--- src/rtl/fetch_stage_pkg.sv ---
// Shared definitions for the instruction-fetch stage.
package fetch_stage_pkg;

    // Fetch FSM: REQ issues, WAIT awaits the response, HOLD parks a stalled
    // response, DROP swallows a response that belongs to a wrong path.
    typedef enum logic [1:0] {
        StReq  = 2'd0,
        StWait = 2'd1,
        StHold = 2'd2,
        StDrop = 2'd3
    } fetch_state_e;

    localparam logic [31:0] NOP_INSTR = 32'h0000_0000;
    localparam logic [31:0] PC_INC    = 32'd4;

endpackage

--- src/rtl/fetch_stage_if_id_reg.sv ---
// IF/ID pipeline register with write enable, flush and valid bit.
module fetch_stage_if_id_reg
    import fetch_stage_pkg::*;
#(
    parameter int unsigned ADDR_W  = 32,
    parameter int unsigned INSTR_W = 32
) (
    input  logic               clk,
    input  logic               rst_n,
    input  logic               write_en,
    input  logic               flush,
    input  logic               load,
    input  logic [INSTR_W-1:0] load_instr,
    input  logic [ADDR_W-1:0]  load_pc_plus4,
    output logic [INSTR_W-1:0] instr,
    output logic [ADDR_W-1:0]  pc_plus4,
    output logic               valid
);

    // Flush beats load, load beats bubble insertion; write_en=0 holds everything.
    always_ff @(posedge clk or negedge rst_n) begin
        if (!rst_n) begin
            instr    <= INSTR_W'(NOP_INSTR);
            pc_plus4 <= '0;
            valid    <= 1'b0;
        end else if (flush) begin
            instr <= INSTR_W'(NOP_INSTR);
            valid <= 1'b0;
        end else if (load) begin
            instr    <= load_instr;
            pc_plus4 <= load_pc_plus4;
            valid    <= 1'b1;
        end else if (write_en) begin
            instr <= INSTR_W'(NOP_INSTR);
            valid <= 1'b0;
        end
    end

endmodule

--- src/rtl/fetch_stage.sv ---
// Instruction fetch stage: PC, one-outstanding fetch FSM, hold buffer, IF/ID.
module fetch_stage
    import fetch_stage_pkg::*;
#(
    parameter int unsigned       ADDR_W   = 32,
    parameter int unsigned       INSTR_W  = 32,
    parameter logic [ADDR_W-1:0] RESET_PC = '0
) (
    input  logic               Clk,
    input  logic               Reset_n,
    input  logic               PCWrite,
    input  logic               IFIDWrite,
    input  logic               IFIDFlush,
    input  logic               BranchTaken,
    input  logic [ADDR_W-1:0]  BranchTarget,
    output logic               IMemReq,
    output logic [ADDR_W-1:0]  IMemAddr,
    input  logic               IMemReady,
    input  logic               IMemRspValid,
    input  logic [INSTR_W-1:0] IMemRspData,
    output logic [INSTR_W-1:0] IFIDInstr,
    output logic [ADDR_W-1:0]  IFIDPCPlus4,
    output logic               IFIDValid,
    output logic [15:0]        BubbleCount
);

    fetch_state_e       state_q, state_d;
    logic [ADDR_W-1:0]  pc_q, pc_d;
    logic [INSTR_W-1:0] hold_q, hold_d;
    logic [15:0]        bubble_q;
    logic               advance;
    logic               load;
    logic [INSTR_W-1:0] load_instr;
    logic [ADDR_W-1:0]  pc_plus4;
    logic [ADDR_W-1:0]  branch_pc;

    assign advance   = PCWrite & IFIDWrite;
    assign pc_plus4  = pc_q + ADDR_W'(PC_INC);
    assign branch_pc = {BranchTarget[ADDR_W-1:2], 2'b00};
    assign IMemReq   = (state_q == StReq);
    assign IMemAddr  = pc_q;

    // Next state, next PC and IF/ID load; a redirect overrides every stall.
    always_comb begin
        state_d    = state_q;
        pc_d       = pc_q;
        hold_d     = hold_q;
        load       = 1'b0;
        load_instr = hold_q;
        if (BranchTaken) begin
            pc_d = branch_pc;
            unique case (state_q)
                StReq:   state_d = IMemReady ? StDrop : StReq;
                // A response arriving now is the wrong-path one; nothing is left in flight.
                StWait:  state_d = IMemRspValid ? StReq : StDrop;
                StHold:  state_d = StReq;
                default: state_d = StDrop;
            endcase
        end else begin
            unique case (state_q)
                StReq: begin
                    if (IMemReady) state_d = StWait;
                end
                StWait: begin
                    if (IMemRspValid) begin
                        if (advance) begin
                            load       = 1'b1;
                            load_instr = IMemRspData;
                            pc_d       = pc_plus4;
                            state_d    = StReq;
                        end else begin
                            hold_d  = IMemRspData;
                            state_d = StHold;
                        end
                    end
                end
                StHold: begin
                    if (advance) begin
                        load    = 1'b1;
                        pc_d    = pc_plus4;
                        state_d = StReq;
                    end
                end
                default: begin
                    if (IMemRspValid) state_d = StReq;
                end
            endcase
        end
    end

    // FSM, PC and hold buffer state.
    always_ff @(posedge Clk or negedge Reset_n) begin
        if (!Reset_n) begin
            state_q <= StReq;
            pc_q    <= RESET_PC;
            hold_q  <= INSTR_W'(NOP_INSTR);
        end else begin
            state_q <= state_d;
            pc_q    <= pc_d;
            hold_q  <= hold_d;
        end
    end

    // Saturating count of cycles where ID sees a bubble.
    always_ff @(posedge Clk or negedge Reset_n) begin
        if (!Reset_n) begin
            bubble_q <= '0;
        end else if (!IFIDValid && (bubble_q != 16'hFFFF)) begin
            bubble_q <= bubble_q + 16'd1;
        end
    end

    assign BubbleCount = bubble_q;

    fetch_stage_if_id_reg #(
        .ADDR_W (ADDR_W),
        .INSTR_W(INSTR_W)
    ) u_if_id_reg (
        .clk          (Clk),
        .rst_n        (Reset_n),
        .write_en     (IFIDWrite),
        .flush        (IFIDFlush | BranchTaken),
        .load         (load),
        .load_instr   (load_instr),
        .load_pc_plus4(pc_plus4),
        .instr        (IFIDInstr),
        .pc_plus4     (IFIDPCPlus4),
        .valid        (IFIDValid)
    );

endmodule

--- config.mk ---
export PLATFORM = sky130hd
export DESIGN_NAME = fetch_stage
export DESIGN_NICKNAME = d
export VERILOG_FILES = /design/src/rtl/fetch_stage_pkg.sv /design/src/rtl/fetch_stage_if_id_reg.sv /design/src/rtl/fetch_stage.sv
export SDC_FILE = /design/constraint.sdc
export NUM_CORES = 1
export LEC_CHECK = 0
export CAP_MARGIN = 5
export CORE_MARGIN = 3
export CORE_UTILIZATION = 66
export DETAILED_ROUTE_END_ITERATION = 10
export DONT_BUFFER_PORTS = 1
export HOLD_SLACK_MARGIN = 0.03
export PLACE_DENSITY_LB_ADDON = 0.12
export SLEW_MARGIN = 20
export SYNTH_ARGS = -nofsm -noshare
export SYNTH_HDL_FRONTEND = slang
export SYNTH_HIERARCHICAL = 1
export SYNTH_SLANG_ARGS = --single-unit
--- constraint.sdc ---
create_clock -name Clk -period 4.4 [get_ports Clk]
set_input_delay 0.44 -clock Clk [delete_from_list [all_inputs] [get_ports Clk]]
set_output_delay 0.44 -clock Clk [all_outputs]
set_load 0.01 [all_outputs]
======== Word-level counts from Yosys, hierarchy flattened ========
Index checks and enable logic that the tools add are counted.
cells by class
  add/subtract/negate cells ............... 2
  eq/ne operators ......................... 6
  mux-type cells .......................... 28
  bitwise operators ....................... 5
  reductions and logical operators ........ 10
operators with widths
  kind                   count
  $mux 32                10
  $pmux 32 s2            1
  $add 32x3->32 const B  1
  $add 16x1->16 const B  1
  $mux 2                 8
  $ne 16x16->1 const B   1
  $pmux 2 s3             2
  $reduce_and 4->1       2
  $mux 1                 6
  $ne 3x3->1 const B     2
  $reduce_bool 3->1      2
  $reduce_and 2->1       2
  $reduce_bool 4->1      1
  $ne 3x2->1 const B     1
  $not 1->1              3
  $eq 2x1->1 const B     1
  $eq 2x2->1 const B     1
  $logic_not 2->1        1
  $pmux 1 s2             1
  $and 1x1->1            1
  $logic_and 1x1->1      1
  $logic_not 1->1        1
  $or 1x1->1             1
storage, ports and cells
  bits in registers ....................... 147
  output and inout bits ................... 114

======== Logic depth before layout (Yosys ltp) ========
Gate-level depths: netlist (run 1).
  word-level depth ........................ 7
  depth in mapped cells ................... 10
  mapped depth without buffers ............ 7

======== Modules after synthesis ========
Netlist (run 1), hierarchy kept.
by module, submodules not included
  module                 instances  cells an instance  area each (um^2)  sequential area each (um^2)
  fetch_stage            1          496                4890.9            2001.9
  fetch_stage_if_id_reg  1          216                2768.9            1626.6

======== Worst setup path after synthesis (run 1) ========
Ideal clock, no wire load.
  path type ............................... register -> register
  from .................................... reg pc_q[2] (netlist: IMemAddr[2])
  to ...................................... reg pc_q[20] (netlist: IMemAddr[20])
  library setup time ...................... 0.082 ns
  arrival ................................. 2.189 ns
  setup slack ............................. 2.129 ns
  stages on the path, launching flop included .. 7
  path buffers ............................ 1
  path through ............................ dfrtp_1 ha_1 nand3_2 or4_4 buf_6 or4_1 a31oi_1
on the way
  cells in the longest elaborated chain, start to end .. 5
ends and longest elaborated chain
  element                 line                                  source
  from (decl)             fetch_stage.sv:28                     logic [ADDR_W-1:0] pc_q, pc_d;
  from (signal assigned)  fetch_stage.sv:99                     pc_q <= pc_d;
  $add 32x3->32 *         fetch_stage.sv:38                     assign pc_plus4 = pc_q + ADDR_W'(PC_INC);
  $mux 32 *               fetch_stage.sv:66, fetch_stage.sv:78
  $mux 32                 fetch_stage.sv:65                     if (IMemRspValid) begin
  $pmux 32 s2 *           fetch_stage.sv:60                     unique case (state_q)
  $mux 32 *               fetch_stage.sv:50                     if (BranchTaken) begin
Mark *: on every way between the ends. The rest lies on a longest branch, timed or not. The select of a mux whose other input is x is not followed.
A chain may end at the register's enable or synchronous reset.

======== Final worst setup path (run 1) ========
  from .................................... reg state_q[1]
  to ...................................... reg u_if_id_reg.pc_plus4[0]
on the way
  cells in the longest elaborated chain, start to end .. 4
ends and longest elaborated chain
  element                                   line                         source
  from (decl)                               fetch_stage.sv:27            fetch_state_e state_q, state_d;
  from (signal assigned)                    fetch_stage.sv:94            state_q <= StReq;
  from (signal assigned)                    fetch_stage.sv:98            state_q <= state_d;
  $eq 2x2->1 or $eq 2x1->1 (tied branches)  fetch_stage.sv:60
  $pmux 1 s2 *                              fetch_stage.sv:60
  $mux 1 *                                  fetch_stage.sv:50
  net load                                  fetch_stage.sv:32            logic load;
  $reduce_and 2->1 (no line) *              -
  to (signal assigned)                      fetch_stage_if_id_reg.sv:31  pc_plus4 <= load_pc_plus4;
  to (decl)                                 fetch_stage_if_id_reg.sv:16  output logic [ADDR_W-1:0] pc_plus4,
Mark *: on every way through the listed nets, which the timed path passes. The rest lies on a longest branch.

==> results of run 1 <==
[worst paths after layout]
kind,startpoint,to,slack (ns)
max,state_q[1]$_DFFE_PN0P_,u_if_id_reg/pc_plus4[0]$_DFFE_PN0P_,1.58
min,Reset_n,IMemAddr[27]$_DFFE_PN0P_,-0.02
max reg2reg,state_q[1]$_DFFE_PN0P_,u_if_id_reg/pc_plus4[0]$_DFFE_PN0P_,1.58
min reg2reg,hold_q[5]$_DFFE_PN0P_,hold_q[5]$_DFFE_PN0P_,0.50
max in group asynchronous,Reset_n,u_if_id_reg/pc_plus4[10]$_DFFE_PN0P_,3.81
min in group Clk,BranchTaken,IMemAddr[5]$_DFFE_PN0P_,0.13
[stage by stage]
step	util (%)	instance area [sq um]	setup slack, ns	hold slack (ns)	power (W)
final	74.2	8220	1.58	-0.0247	0.00445
after global routing	74.2	8220	1.40	0.0310	0.00466
after detailed placement	68.7	7610	1.62	0.148	0.00300
after CTS	74.2	8220	1.59	0.0602	0.00446
after global placement	68.7	7610	1.56	0.148	0.00293
after floorplan	-	7670	2.13	0.144	0.00279
[area by class of cell]
cell class,instances,area [sq um]
clock buffer,22,474
clock inverter,10,109
fill,765,2860
inverter,12,45.0
multi-input combinational,503,3730
sequential,145,3630
tap,140,175
timing repair buffer,5,57.6
[synthesized netlist by cell type (9+ instances only)]
master / count / area share [%]
a21oi_1: 12 / 0.78
a31oi_1: 18 / 1.5
buf_2: 15 / 0.98
clkbuf_1: 30 / 1.5
dfrtp_1: 145 / 47
inv_1: 12 / 0.59
mux2_2: 69 / 10
mux2_4: 29 / 5.7
nand2_1: 67 / 3.3
nand2b_1: 35 / 2.9
nand3_1: 20 / 1.3
nand4_1: 23 / 1.9
nor2_1: 34 / 1.7
nor3_1: 9 / 0.59
nor4_1: 11 / 0.90
o21ai_0: 13 / 0.85
o22ai_1: 32 / 2.6
o31ai_1: 9 / 0.88
or4_1: 12 / 1.2
xnor2_1: 27 / 3.1
xor2_1: 20 / 2.3
[metal layers]
metal | part of all wire, % | vias to the layer above
met5 | 0 | -
met4 | 1.7 | 0
met3 | 9.9 | 29
met2 | 49 | 256
met1 | 39 | 2783
li1 | - | 2503
[worst max-delay path: cells and delay by family, from the launching register on]
family	cells	cell delay, ns
and+or+nand+nor	2	0.43
adders and majority gates	1	0.30
muxes	1	0.38
buffers and inverters	3	0.99
DFF	1	0.41
AOI/OAI and AO/OA	1	0.12
[layout by cell type (no fill, tap or decap), types with 3 or more instances in the layout]
cell type  instances
a211oi_1           3
buf_4              4
and3_1             3
nand2b_1          35
a31o_2             4
nand4_1           23
xnor2_1           27
mux2_1             3
nor4_1            11
clkinv_2           5
xor2_1            20
o31ai_1            9
inv_1             11
and4_1             4
clkbuf_16         17
o22ai_1           32
a21oi_1           12
nor2_1            34
dfrtp_1          145
clkbuf_8           3
nand2_1           67
a31oi_1           18
conb_1             4
or2_2              3
nand3_1           20
ha_1               6
o21ai_0           13
or4_1             12
mux2_4            29
nor3_1             7
mux2_2            69
or3_1              4
[registers in the layout, indices dropped and copies added, names as in the netlist]
register / cells
hold_q: 32
state_q: 2
IMemAddr: 30
u_if_id_reg/valid: 1
u_if_id_reg/pc_plus4: 32
BubbleCount: 16
u_if_id_reg/instr: 32
[report_power, final]
group	total, W	switching (W)	internal, W	leakage (nW)
sequential	0.00207	0.000389	0.00168	1.85
combinational	0.000959	0.000409	0.000550	1.23
clock	0.00142	0.000547	0.000875	0.286
total	0.00445	0.00135	0.00310	3.37
[cells by family (layout without fill, tap and decap cells)]
group / count (synthesis) / in the layout / synth area share [%]
flops: 145 / 145 / 47.4
mux: 103 / 103 / 16.5
other cells: 1 / 4 / 0.0490
xor+xnor: 47 / 47 / 5.37
fa+ha+maj: 6 / 6 / 0.980
simple gates: 243 / 243 / 17.1
buf+inv: 67 / 49 / 4.25
compound gates: 100 / 100 / 8.35
[repair_timing]
| item | CTS | global route |
|---|---|---|
| endpoints found under the hold margin | 145 | 0 |
| hold buffers | 1 | 0 |
| setup endpoints to repair | 0 | 0 |
| buffers inserted | 0 | 0 |
==> impl_metrics.ini, run 1 <==
[cts]
worstSkewPairLatency_ns = 0.42
cts_buffer_depth = 2
htree_levels = 4
cts_tree = done
cts.clk_slew.worst_paths_ns = 0.06
ctsResizeCount = 0
cts_buffers = 17
cts-root-buf = clkbuf_16
cts.sinks = 145

[drt]
dr.pass1.iters = 5
wl_per_cell_um = 21.9
drtIter0Drc = 703
wirelength_um = 18300
drtAntennaViolNets = 0
route.detailed.drc = 0
avgViaCountPerCell = 6.66
num_vias = 5571

[sta]
hold_ws_ns = -0.0247
slew_viol_final = 0
period_needed_ns = 2.82
rsz0062_at_grt = no
fin_skew_ns = 0.00609
max_freq_mhz = 355
finalCritPeriodShare_pct = 64.1
hold_viol = 5
tns_ns = 0
finalSetupViolations = 0
tightest_slew_ns = 1.04
relSlewSlack_pct = 29.9

[synth]
synthArstFlopShare_pct = 100
syn-cell-area_sq_um = 7660
synth-edff-count = 0
synth-main-ff-cell = dfrtp_1
synth_cell_type_count = 55
synthCells = 712
syn_avg_cell_area_sq_um = 10.8
synth-seq-cells = 145
yosysSeqAreaShare_pct = 47.4
synth_warnings = 6

[global_route]
gr-usage-met2_pct = 45.2
grt_pass1_vias = 5654
met1_usage_pct = 35.7
use_met3_pct = 10.3
grt_overflow = 0
grt_use_total_pct = 28.3
grt_max_degree = 146
grt_antenna_before_repair = 0
grt_pass1_wl_um = 29000
grt.busiest_layer = met2

[layout]
nNetsFinal = 762
syn_to_final_growth_pct = 7.35
drive_above_1_share_pct = 22.0
layoutNonFillerInstCount = 837
antenna_cells = 0

[setup_path]
setup.worst_path.start_class = flip-flop
critPathKind = reg -> reg
crit_path_max_fanout = 34
cp_common_cell = buf_4
slowest_delay_ns = 0.51
crit_chain = inv_1 -> ha_1 -> a21oi_1 -> nor4b_2 -> buf_4 -> nor2b_4 -> buf_4 -> mux2_1
cp.required_ns = 4.69
ff2ff_path_depth = 8
endpoint_kind = flip-flop
crit_slowest_cell = buf_4
worstPathArrival_ns = 3.11

[status]
status = complete, but fails checks
violations = negative hold slack

[power]
powerDensity_nw_per_um2 = 541
peakVddDrop_v = 0.000396
leakagePower_nw = 3.37

[min_path]
hp-class = in -> async

[place]
globalplace.congestion = 0.845
numPortBuffers = 0
dp_hpwl_um = 12000
dp.cells = 804

[floorplanning]
core_area_sq_um = 11100
ios = 186
die_x_um = 114
dieArea_sq_um = 12900
die_height_um = 114
row_count = 38
initial_utilization_pct = 69.1

[run]
max_cap_viol_count = 0
(Power assumes the default switching activity.)
==> run 2: changes to the inputs <==
--- a/config.mk
+++ b/config.mk
@@ -7,7 +7,7 @@
 export LEC_CHECK = 0
 export CAP_MARGIN = 5
 export CORE_MARGIN = 3
-export CORE_UTILIZATION = 66
+export CORE_UTILIZATION = 64
 export DETAILED_ROUTE_END_ITERATION = 10
 export DONT_BUFFER_PORTS = 1
 export HOLD_SLACK_MARGIN = 0.03
==> constraint.sdc (replaced) <==
create_clock -name Clk -period 2.9 [get_ports Clk]
set_input_delay 0.29 -clock Clk [delete_from_list [all_inputs] [get_ports Clk]]
set_output_delay 0.29 -clock Clk [all_outputs]
set_load 0.01 [all_outputs]
==> run 2 against run 1 <==
The flow still finishes with violations (negative hold slack). Via count is 4.3% higher. Utilization up 2.0 points. Fmax up 16%. Clock power grew 56%. Register-to-register slack worse by 1.1 ns. Critical path type unchanged. Sequential cell count unchanged. Non-clock buffer count is 60 higher. Combinational power is 55% higher. Wire length increased by 4.9%. Worst hold slack got worse by 0.41 ns. Final cell count increased by 7.5%. First-iteration DRC count decreased by 21%.
==> impl_metrics.ini, run 2 (synthesis gave the netlist of run 1 again) <==
[status]
status = complete, but fails checks
violations = negative hold slack

[setup_path]
cp.required_ns = 3.20
worstPathArrival_ns = 2.74
endpoint_kind = flip-flop
r2r_end = u_if_id_reg/pc_plus4[28]$_DFFE_PN0P_
ff2ff_path_depth = 5
rrSetupSlack_ns = 0.46
critPathKind = reg -> reg
setup.worst_path.start_class = flip-flop
r2r_start = IMemAddr[19]$_DFFE_PN0P_
crit_path_max_fanout = 10

[floorplanning]
dieArea_sq_um = 13300
row_count = 39
initial_utilization_pct = 66.2
die_height_um = 115
die_x_um = 115
ios = 186
core_area_sq_um = 11600

[global_route]
grt_pass1_vias = 5993
grt_max_degree = 146
grt_overflow = 0
grt_antenna_before_repair = 0
grt_pass1_wl_um = 30200
grt_use_total_pct = 28.8

[sta]
slew_viol_final = 0
hold_viol = 145
tightest_slew_ns = 1.04
fin_skew_ns = 0.00758
rsz0062_at_grt = no
finalCritPeriodShare_pct = 84.1
relSlewSlack_pct = 30.9
period_needed_ns = 2.44
max_freq_mhz = 410
finalSetupViolations = 0
hold_ws_ns = -0.434
tns_ns = 0
setup_slack_ns = 0.460

[drt]
avgViaCountPerCell = 6.46
wl_per_cell_um = 21.3
route.detailed.drc = 0
drtIter0Drc = 554
dr.pass1.iters = 5
wirelength_um = 19200
drtAntennaViolNets = 0
num_vias = 5812

[cts]
cts_tree = done
worstSkewPairLatency_ns = 0.42
postCtsSetupBuffers = 0
cts-root-buf = clkbuf_16
cts_buffer_depth = 2
htree_levels = 4
cts.sinks = 145
cts.clk_slew.worst_paths_ns = 0.06
cts_buffers = 17
ctsResizeCount = 0

[layout]
antenna_cells = 0
utilization_pct = 76.3
mostFrequentLayoutCell = dfrtp_1
nNetsFinal = 822
final_cell_mix = dfrtp_1, mux2_2, nand2_1
syn_to_final_growth_pct = 15.2
final-seq-area_sq_um = 3630
top_regs = hold_q: 32 flops, u_if_id_reg/instr: 32 flops, u_if_id_reg/pc_plus4: 32 flops
fill_cells = 779
drive_above_1_share_pct = 21.0
final_cell_area_sq_um = 8820
multi_input_area_sq_um = 3730

[power]
power.switching_w = 0.00202
clkPwrFrac_pct = 32.3
peakVddDrop_v = 0.000501
p_sw_share_pct = 29.6
power.share.combinational_pct = 21.7
seq_power_share_pct = 45.9
powerDensity_nw_per_um2 = 775
p_int_w = 0.00481
leakagePower_nw = 3.63

[place]
placed_area_sq_um = 7690
numPortBuffers = 0
pre_cts_ws_ns = 0.491
globalplace.congestion = 0.871
dp_hpwl_um = 12100

[run]
max_cap_viol_count = 0

[min_path]
hp-class = in -> async
## run 2: timing repair
item                                   in CTS  in global routing
hold buffers                               52                  1
setup endpoints to repair                   0                  0
endpoints found under the hold margin     198                146
## run 2: worst max-delay path by stage
stage                                   startpoint  slack [ns]                              endpoint
after global routing      IMemAddr[19]$_DFFE_PN0P_        0.30  u_if_id_reg/pc_plus4[28]$_DFFE_PN0P_
final                     IMemAddr[19]$_DFFE_PN0P_        0.46  u_if_id_reg/pc_plus4[28]$_DFFE_PN0P_
after global placement     IMemAddr[2]$_DFFE_PN0P_        0.53              IMemAddr[20]$_DFFE_PN0P_
after floorplan            IMemAddr[2]$_DFFE_PN0P_        0.63              IMemAddr[20]$_DFFE_PN0P_
after CTS                 IMemAddr[19]$_DFFE_PN0P_        0.47  u_if_id_reg/pc_plus4[28]$_DFFE_PN0P_
after detailed placement  IMemAddr[19]$_DFFE_PN0P_        0.49  u_if_id_reg/pc_plus4[28]$_DFFE_PN0P_
## run 2: area by class of cell
cell class              instances  area share, %
multi-input cells             503           42.3
clock inverters                 9           1.18
repair buffers                 65           7.18
flip-flops and latches        145           41.1
clock buffers                  23           5.65
well taps                     143           2.03
inverters                      12          0.511
## run 2: per-layer routing
layer | vias to the layer above | share of wire, % | track usage, %
met5 | - | 0 | 0
li1 | 2617 | - | -
met3 | 41 | 9.7 | 10.2
met4 | 0 | 2.0 | 10.4
met2 | 259 | 48 | 46.9
met1 | 2895 | 40 | 35.5
## run 2: power groups by stage
| stage | sequential, W | combinational [W] | clock (W) |
|---|---|---|---|
| 6_report | 0.00314 | 0.00149 | 0.00221 |
| 5_1_grt | 0.00321 | 0.00161 | 0.00233 |
| 4_1_cts | 0.00314 | 0.00147 | 0.00223 |
| 3_5_place_dp | 0.00317 | 0.00139 | 0 |
| 3_3_place_gp | 0.00313 | 0.00133 | 0 |
| 2_1_floorplan | 0.00299 | 0.00124 | 0 |
## run 2: worst max-delay path: stages (launching register included)
cell	delay [ns]
dfrtp_1	0.62
nand4_1	0.31
nor4_1	0.74
nand3_1	0.19
xnor2_1	0.19
mux2_4	0.26
## run 2: stage by stage
stage               power (W)  cells
finish                0.00683    900
global route          0.00716    900
CTS                   0.00684    899
detailed placement    0.00456    815
global placement      0.00446    815
floorplan             0.00423    715
==> run 3: changes to the inputs <==
--- a/config.mk
+++ b/config.mk
@@ -7,7 +7,7 @@
 export LEC_CHECK = 0
 export CAP_MARGIN = 5
 export CORE_MARGIN = 3
-export CORE_UTILIZATION = 64
+export CORE_UTILIZATION = 58
 export DETAILED_ROUTE_END_ITERATION = 10
 export DONT_BUFFER_PORTS = 1
 export HOLD_SLACK_MARGIN = 0.03
==> constraint.sdc (replaced) <==
create_clock -name Clk -period 2.1 [get_ports Clk]
set_input_delay 0.21 -clock Clk [delete_from_list [all_inputs] [get_ports Clk]]
set_output_delay 0.21 -clock Clk [all_outputs]
set_load 0.01 [all_outputs]
==> run 3 against run 2 <==
The flow still finishes with violations (negative hold slack). Wire length increased by 12%. Non-clock buffer count up 70. Clock-buffer cell count fell by 3. Setup slack lost 0.46 ns. Register-to-register slack worse by 0.46 ns. Fmax is 16% higher. Final cell count is 11% higher. Clock skew down 0.0010 ns. Clock power rose by 41%. Global-route usage fell by 0.36 points. Via count increased by 7.8%. Combinational power rose by 67%. Critical endpoint is now IMemAddr[20]$_DFFE_PN0P_. Largest power group unchanged.
==> impl_metrics.ini, run 3 (synthesis gave the netlist of run 1 again) <==
[place]
placed_area_sq_um = 8140
globalplace.congestion = 0.890
dp_hpwl_um = 13200
numPortBuffers = 0

[floorplanning]
die_height_um = 121
core_area_sq_um = 12800
ios = 186
dieArea_sq_um = 14600
die_x_um = 121
row_count = 41
initial_utilization_pct = 60.0

[drt]
dr.pass1.iters = 4
wl_per_cell_um = 21.5
num_vias = 6264
drtIter0Drc = 622
wirelength_um = 21500
avgViaCountPerCell = 6.28
route.detailed.drc = 0
drtAntennaViolNets = 0

[sta]
finalCritPeriodShare_pct = 99.8
relSlewSlack_pct = 50.0
hold_ws_ns = -0.516
finalSetupViolations = 0
slew_viol_final = 0
tightest_slew_ns = 0.748
max_freq_mhz = 477
hold_viol = 145
fin_skew_ns = 0.00656
period_needed_ns = 2.10

[layout]
syn_to_final_growth_pct = 25.6
final-seq-area_sq_um = 3630
final_cell_area_sq_um = 9620
antenna_cells = 0
drive_above_1_share_pct = 27.8
multi_input_area_sq_um = 3840
top_regs = hold_q: 32 flops, u_if_id_reg/instr: 32 flops, u_if_id_reg/pc_plus4: 32 flops
utilization_pct = 75.3
nNetsFinal = 892
mostFrequentLayoutCell = dfrtp_1
final_cell_mix = dfrtp_1, mux2_2, nand2_1, dlygate4sd3_1, buf_4
fill_cells = 829

[cts]
cts.sinks = 145
cts_tree = done
worstSkewPairLatency_ns = 0.42
cts_buffers = 17
cts-root-buf = clkbuf_16
cts_buffer_depth = 2
htree_levels = 4
cts.clk_slew.worst_paths_ns = 0.06

[setup_path]
crit_path_max_fanout = 11
rrSetupSlack_ns = 0.005
r2r_start = state_q[1]$_DFFE_PN0P_
setup.worst_path.start_class = flip-flop
critPathKind = reg -> reg
cp.required_ns = 2.43
r2r_end = IMemAddr[20]$_DFFE_PN0P_
ff2ff_path_depth = 7
worstPathArrival_ns = 2.43
endpoint_kind = flip-flop
crit_start = state_q[1]$_DFFE_PN0P_

[global_route]
grt_pass1_vias = 6251
grt_max_degree = 146
grt_pass1_wl_um = 32900
grt_use_total_pct = 28.4
grt_overflow = 0
grt_antenna_before_repair = 0

[min_path]
hp-class = in -> async

[run]
max_cap_viol_count = 0

[status]
status = complete, but fails checks
violations = negative hold slack

[power]
leakagePower_nw = 3.98
peakVddDrop_v = 0.000572
powerDensity_nw_per_um2 = 1030
run 3: metrics by stage:
stage	hold slack (ns)	cells	total power (W)	TNS (ns)	setup slack (ns)
floorplan	-0.0856	715	0.00586	-0.0176	-0.0176
global placement	-0.0825	892	0.00633	0	0.0670
detailed placement	-0.0824	892	0.00649	-0.161	-0.0417
CTS	-0.532	980	0.00974	0	0.00616
global route	-0.536	998	0.0103	-0.0777	-0.0716
finish	-0.516	998	0.00989	0	0.00474
run 3: worst max-delay path by stage:
stage | endpoint | slack [ns] | cells past startpoint
after floorplan | IMemAddr[20]$_DFFE_PN0P_ | -0.02 | 6
after global placement | u_if_id_reg/pc_plus4[31]$_DFFE_PN0P_ | 0.07 | 7
after detailed placement | u_if_id_reg/pc_plus4[31]$_DFFE_PN0P_ | -0.04 | 7
after CTS | u_if_id_reg/pc_plus4[31]$_DFFE_PN0P_ | 0.006 | 7
after global routing | IMemAddr[27]$_DFFE_PN0P_ | -0.07 | 5
final | IMemAddr[20]$_DFFE_PN0P_ | 0.005 | 7
run 3: cell type report:
class	instances	area share, %
timing repair buffer	135	13.4
clock buffer	20	4.64
clock inverter	11	1.63
inverter	12	0.468
multi-input combinational	503	39.9
sequential	145	37.8
tap	172	2.24
run 3: worst max-delay path: stages, from the launching register on:
cell     delay (ns)
dfrtp_1        0.40
inv_1          0.11
ha_4           0.19
mux2_2         0.29
nand2_2        0.12
buf_6          0.19
or4_4          0.51
a31oi_1        0.20
run 3: where the power goes:
part           leakage [nW]  internal (W)  switching [W]
sequential             1.85       0.00352       0.000759
clock                 0.283       0.00191        0.00121
combinational          1.85       0.00143        0.00106
run 3: timing repair:
item	4_1_cts	5_1_grt
setup buffers	1	5
resized for setup	1	22
setup endpoints to repair	14	75
hold endpoints to repair	208	157
hold buffers	56	10
pin swaps	1	6
gates cloned	0	3
run 3: per-layer routing:
layer	up-vias	share of wire [%]	track usage [%]
li1	2755	-	-
met1	3131	40	36.5
met2	326	48	45.6
met3	52	9.2	9.00
met4	0	2.8	9.99
met5	-	0	0
